### config.mk
export PLATFORM = sky130hd
export DESIGN_NAME = mealy_seq
export DESIGN_NICKNAME = d
export VERILOG_FILES = /design/src/rtl/mealy_seq.sv
export SDC_FILE = /design/constraint.sdc
export NUM_CORES = 1
export LEC_CHECK = 0
export CAP_MARGIN = 30
export CORE_AREA = 3 3 40 42
export DETAILED_ROUTE_END_ITERATION = 8
export DIE_AREA = 0 0 43 45
export PLACE_DENSITY = 0.4
export REMOVE_ABC_BUFFERS = 1
export SYNTH_ARGS = -nofsm -noshare
export SYNTH_HDL_FRONTEND = slang
export SYNTH_SLANG_ARGS = --single-unit
### constraint.sdc
create_clock -name clk -period 1.6 [get_ports clk]
set_input_delay 0.4 -clock clk [delete_from_list [all_inputs] [get_ports clk]]
set_output_delay 0.4 -clock clk [all_outputs]
set_load 0.005 [all_outputs]
### src/rtl/mealy_seq.sv
// mealy_seq -- serial-input Mealy detector for the pattern 1101, with
// overlapping matches allowed. It also keeps a shift-register history of the
// most recently sampled bits.
//
// Ports:
//   clk          : clock; all state updates on the rising edge
//   reset_n      : asynchronous, active-low reset
//   data_in      : serial data, one bit sampled per rising edge
//   seq_detected : combinational match flag, high while the 4th pattern bit
//                  is present on data_in
//   current_seq  : last WIDTH sampled bits, LSB newest, MSB oldest
//
// Parameters:
//   WIDTH        : history register width (>= 2)
module mealy_seq #(
  parameter int unsigned WIDTH = 4
) (
  input  logic             clk,
  input  logic             reset_n,
  input  logic             data_in,
  output logic             seq_detected,
  output logic [WIDTH-1:0] current_seq
);

  typedef enum logic [1:0] {
    S0   = 2'd0,
    S1   = 2'd1,
    S11  = 2'd2,
    S110 = 2'd3
  } state_t;

  state_t           r_state;
  state_t           w_state_nxt;
  logic             w_detect;
  logic [WIDTH-1:0] r_hist;

  always_ff @(posedge clk or negedge reset_n) begin
    if (!reset_n) begin
      r_state <= S0;
    end else begin
      r_state <= w_state_nxt;
    end
  end

  always_comb begin
    w_state_nxt = S0;
    w_detect    = 1'b0;
    unique case (r_state)
      S0:   w_state_nxt = data_in ? S1  : S0;
      S1:   w_state_nxt = data_in ? S11 : S0;
      S11:  w_state_nxt = data_in ? S11 : S110;
      S110: begin
        // The closing 1 of a match doubles as the first 1 of the next one.
        w_state_nxt = data_in ? S1 : S0;
        w_detect    = data_in;
      end
      default: begin
        w_state_nxt = S0;
        w_detect    = 1'b0;
      end
    endcase
  end

  // Qualifying with reset_n keeps the flag low for the whole reset duration
  // even while data_in moves.
  assign seq_detected = w_detect & reset_n;

  always_ff @(posedge clk or negedge reset_n) begin
    if (!reset_n) begin
      r_hist <= '0;
    end else begin
      r_hist <= {r_hist[WIDTH-2:0], data_in};
    end
  end

  assign current_seq = r_hist;

endmodule

==> Word-level counts from Yosys, hierarchy flattened <==
Cells that the tools add are included.
{ "word_totals": {"ff_bits": 6, "input_bits": 3, "output_inout_bits": 5} }
{ "op_classes": {"n_eq_ne": 3, "muxes": 5, "bitwise_logic": 1, "reduce_logical": 2} }
{ "op_table": {"columns": ["op", "n"], "rows": [
  ["case mux 2 bit (3 select lines)", 1],
  ["== test 2 bit (second input constant)", 2],
  ["two-way mux 1 bit", 3],
  ["== test 2 x 1 -> 1 bit (second input constant)", 1],
  ["logical NOT 2 bit", 1],
  ["two-way mux 2 bit", 1],
  ["OR reduction 2 bit", 1],
  ["AND 1 bit", 1]
]} }

==> Logic depth before layout (Yosys ltp) <==
Gate-level depths: netlist (run 1).
{ "depth": {"depth_word": 3, "mapped_depth": 3, "ltp_nobuf": 3} }

==> Worst setup path after synthesis (run 1) <==
OpenSTA, ideal clock, no wires.
{ "synth_timing": {"path_type": "register to output", "from": "register r_state[0]", "to": "output port seq_detected", "arrival_time_ps": 699, "t_required_ps": 1200, "slack_ps": 501, "path_stages_with_launch": 3, "cell_sequence": "dfrtp_1 > ha_1 > and3_1"} }
{ "synth_between": {"elab_chain_cells": 3} }
{ "synth_rtl": {"columns": ["element", "line", "text"], "rows": [
  ["start, declared", "32", "state_t r_state;"],
  ["start signal, assigned", "41", "r_state <= w_state_nxt;"],
  ["== test 2 bit", "48", "unique case (r_state)"],
  ["two-way mux 1 bit", "48", null],
  ["AND 1 bit", "66", "assign seq_detected = w_detect & reset_n;"],
  ["end, declared", "21", "output logic seq_detected,"]
]} }
Every way passes these cells.

==> Final worst setup path (run 1) <==
{ "layout_timing": {"from": "register r_hist[2] (netlist: current_seq[2])", "to": "output port current_seq[2]"} }
{ "layout_rtl": {"columns": ["element", "line", "text"], "rows": [
  ["start, declared", "35", "logic [WIDTH-1:0] r_hist;"],
  ["start signal, assigned", "72", "r_hist <= {r_hist[WIDTH-2:0], data_in};"],
  ["end, declared", "22", "output logic [WIDTH-1:0] current_seq"]
]} }
No word-level cell between the ends.

==> flow_summary.json, run 1 <==
{
  "hold_path_class": "in2async",
  "syn_avg_cell_area_um2": 16.3,
  "cts.htree.levels": 1,
  "rsz0062_at_grt": "false",
  "ys_ff_latch": 6,
  "viasPerCell": 3.72,
  "worst_ep_required_time_ns": 1.20,
  "synthDistinctLibCells": 6,
  "period_share_pct": 92.4,
  "antenna_found_initial": 0,
  "cts_root_buf": "clkbuf_4",
  "cts.sinks": 6,
  "io_pins": 8,
  "yosys_warnings": 0,
  "synth_area_leaders": "dfrtp_1, ha_1, mux2_4",
  "grt_max_degree": 7,
  "path_delay_family": "buffers and inverters",
  "syn2layout_area_growth_pct": 59.9,
  "die_w_um": 43,
  "start_util_pct": 17.7,
  "period_needed_ns": 1.48,
  "worstSetupPathType": "reg2out",
  "status": "finished, final reports clean",
  "timing.rr.start": "r_state[1]",
  "reg2regPathDepth": 3,
  "synth_area_um2": 228,
  "finalPower_mw": 0.472,
  "fmax_ghz": 0.676,
  "gp_congestion": 0.694,
  "core_area_um2": 1280,
  "combPwrFrac_pct": 30.8,
  "startpoint_type": "flop",
  "powerDensity_nw_per_um2": 1300,
  "cp_max_fo": 2,
  "slew_violations": 0,
  "die_area_um2": 1940,
  "clk_path_buf_depth": 2,
  "ant_nets": 0,
  "insertedDiodeCount": 0,
  "drive_gt1_share_pct": 39.3,
  "grt_usage_pct": 5.80,
  "drt_iter0_markers": 2,
  "num_rows": 13,
  "overflow": 0,
  "grt_pass1_vias": 165,
  "dr.pass1.iters": 2,
  "io_buffer_count": 7,
  "cts_buffers": 3,
  "critical_path_buf_inv_count": 1,
  "place_area_um2": 332,
  "seq_area_frac_synth_pct": 65.9,
  "cts_tree": "yes",
  "switching_share_pct": 23.9,
  "die_y_um": 45,
  "slowest_stage": "clkdlybuf4s50_1",
  "wl_per_cell_um": 9.44,
  "hold_viol": 0,
  "synth_top_area_share_pct": 65.9,
  "wl_um": 406,
  "insertion_delay_ns": 0.24,
  "r2r_slack_ns": 0.44,
  "syn_inst": 14,
  "slew_headroom_pct": 94.1,
  "cp.arrival_ns": 1.08,
  "ctsHoldBuffers": 0,
  "finalSetupTns_ns": 0,
  "internal-power_mw": 0.359,
  "clk_pin_slew_ns": 0.04,
  "vdd_drop_max_mv": 0.434,
  "final_cell_area_um2": 364,
  "worst_pin_slew_ns": 0.0889,
  "finalSetupViolCount": 0,
  "pwr-share-seq_pct": 41.4,
  "crit_chain": "clkdlybuf4s50_1",
  "vias": 160,
  "finish.utilization_pct": 28.3,
  "wl_met2_um": 180,
  "highest-signal-layer": "met4",
  "wl_met1_um": 165,
  "drc": 0,
  "yosys.area.top_type": "dfrtp_1",
  "p_leak_nw": 0.185,
  "worstReg2RegEnd": "r_state[0]",
  "cp-end-kind": "output pin",
  "power.switching_mw": 0.113,
  "nNetsFinal": 36,
  "max_cap_violations": 0,
  "dr_wl_met3_um": 51,
  "clkPwrFrac_pct": 27.8,
  "finClkSkew_ns": 0.000104,
  "grt_pass1_wl_um": 703,
  "n_fill_cell": 137,
  "cpPeakStageDelay_ns": 0.50
}
==> synth_stat cells, drive strengths merged <==
| library cell | count |
|---|---|
| dfrtp | 6 |
| ha | 3 |
| inv | 2 |
| mux2 | 2 |
| and3 | 1 |
==> repair_timing <==
action	in CTS	in global routing
resized for setup	5	2
pin swaps	1	1
buffers inserted	1	1
gates cloned	0	0
endpoints found under the setup margin	1	1
==> cell usage in the layout, fill, tap and decap left out <==
| master | n |
|---|---|
| dfrtp_1 | 6 |
| clkdlybuf4s50_1 | 4 |
| buf_4 | 4 |
| clkbuf_4 | 3 |
| inv_1 | 2 |
| ha_1 | 2 |
| dlygate4sd2_1 | 2 |
| mux2_2 | 1 |
| mux2_4 | 1 |
| and3_1 | 1 |
| ha_2 | 1 |
| buf_2 | 1 |
==> per-layer routing <==
layer  vias up  global-route usage (%)
met5         -                       0
met1        76                    5.94
met3         2                    5.18
met2         9                    5.99
met4         0                    7.23
li1         73                       -
==> flip-flops by register name, indices dropped and copies added, names as in the netlist <==
signal / flops
r_state: 2
current_seq: 4
==> worst max-delay path by stage <==
| stage | startpoint | endpoint | slack [ns] | depth (start not counted) |
|---|---|---|---|---|
| floorplan | r_state[0] | seq_detected | 0.50 | 2 |
| global placement | data_in | seq_detected | -0.36 | 3 |
| detailed placement | data_in | seq_detected | -0.36 | 3 |
| CTS | r_state[1] | seq_detected | 0.0007 | 3 |
| global route | r_state[1] | seq_detected | 0.06 | 3 |
| finish | current_seq[2] | current_seq[2] | 0.12 | 1 |
==> stage by stage <==
stage	hold slack, ns	std cells	setup WS, ns
4_1_cts	0.190	42	0.000726
3_3_place_gp	0.365	38	-0.361
2_1_floorplan	0.104	14	0.501
6_report	0.197	43	0.121
3_5_place_dp	0.368	38	-0.357
5_1_grt	0.198	43	0.0626
==> power groups by stage <==
stage | clock network (mW) | logic [mW] | registers (mW)
3_5_place_dp | 0 | 0.111 | 0.204
3_3_place_gp | 0 | 0.106 | 0.203
5_1_grt | 0.154 | 0.169 | 0.198
6_report | 0.131 | 0.145 | 0.196
4_1_cts | 0.141 | 0.131 | 0.197
2_1_floorplan | 0 | 0.0719 | 0.200
==> kinds of logic (layout without fill, tap and decap cells) <==
group / after synthesis / after routing / share of synthesized area (%)
DFF: 6 / 6 / 65.9
adders and majority gates: 3 / 3 / 16.5
muxes: 2 / 2 / 11.5
buffers and inverters: 2 / 16 / 3.30
and+or+nand+nor: 1 / 1 / 2.75
==> layout make-up <==
class	count	area (µm²)	area share, %
Sequential cell	6	150	41.2
Timing Repair Buffer	11	92.6	25.4
Multi-Input combinational cell	6	72.6	19.9
Clock buffer	3	22.5	6.19
Tap cell	15	18.8	5.15
Inverter	2	7.51	2.06
No activity file was read; power rests on OpenSTA's default activity.
==> run 2, diff against run 1 <==
--- a/config.mk
+++ b/config.mk
@@ -9,6 +9,7 @@
 export CORE_AREA = 3 3 40 42
 export DETAILED_ROUTE_END_ITERATION = 8
 export DIE_AREA = 0 0 43 45
+export HOLD_SLACK_MARGIN = 0.12
 export PLACE_DENSITY = 0.4
 export REMOVE_ABC_BUFFERS = 1
 export SYNTH_ARGS = -nofsm -noshare
==> results of run 2 <==
No change in the layout: final DEF, timing and power equal those of run 1.
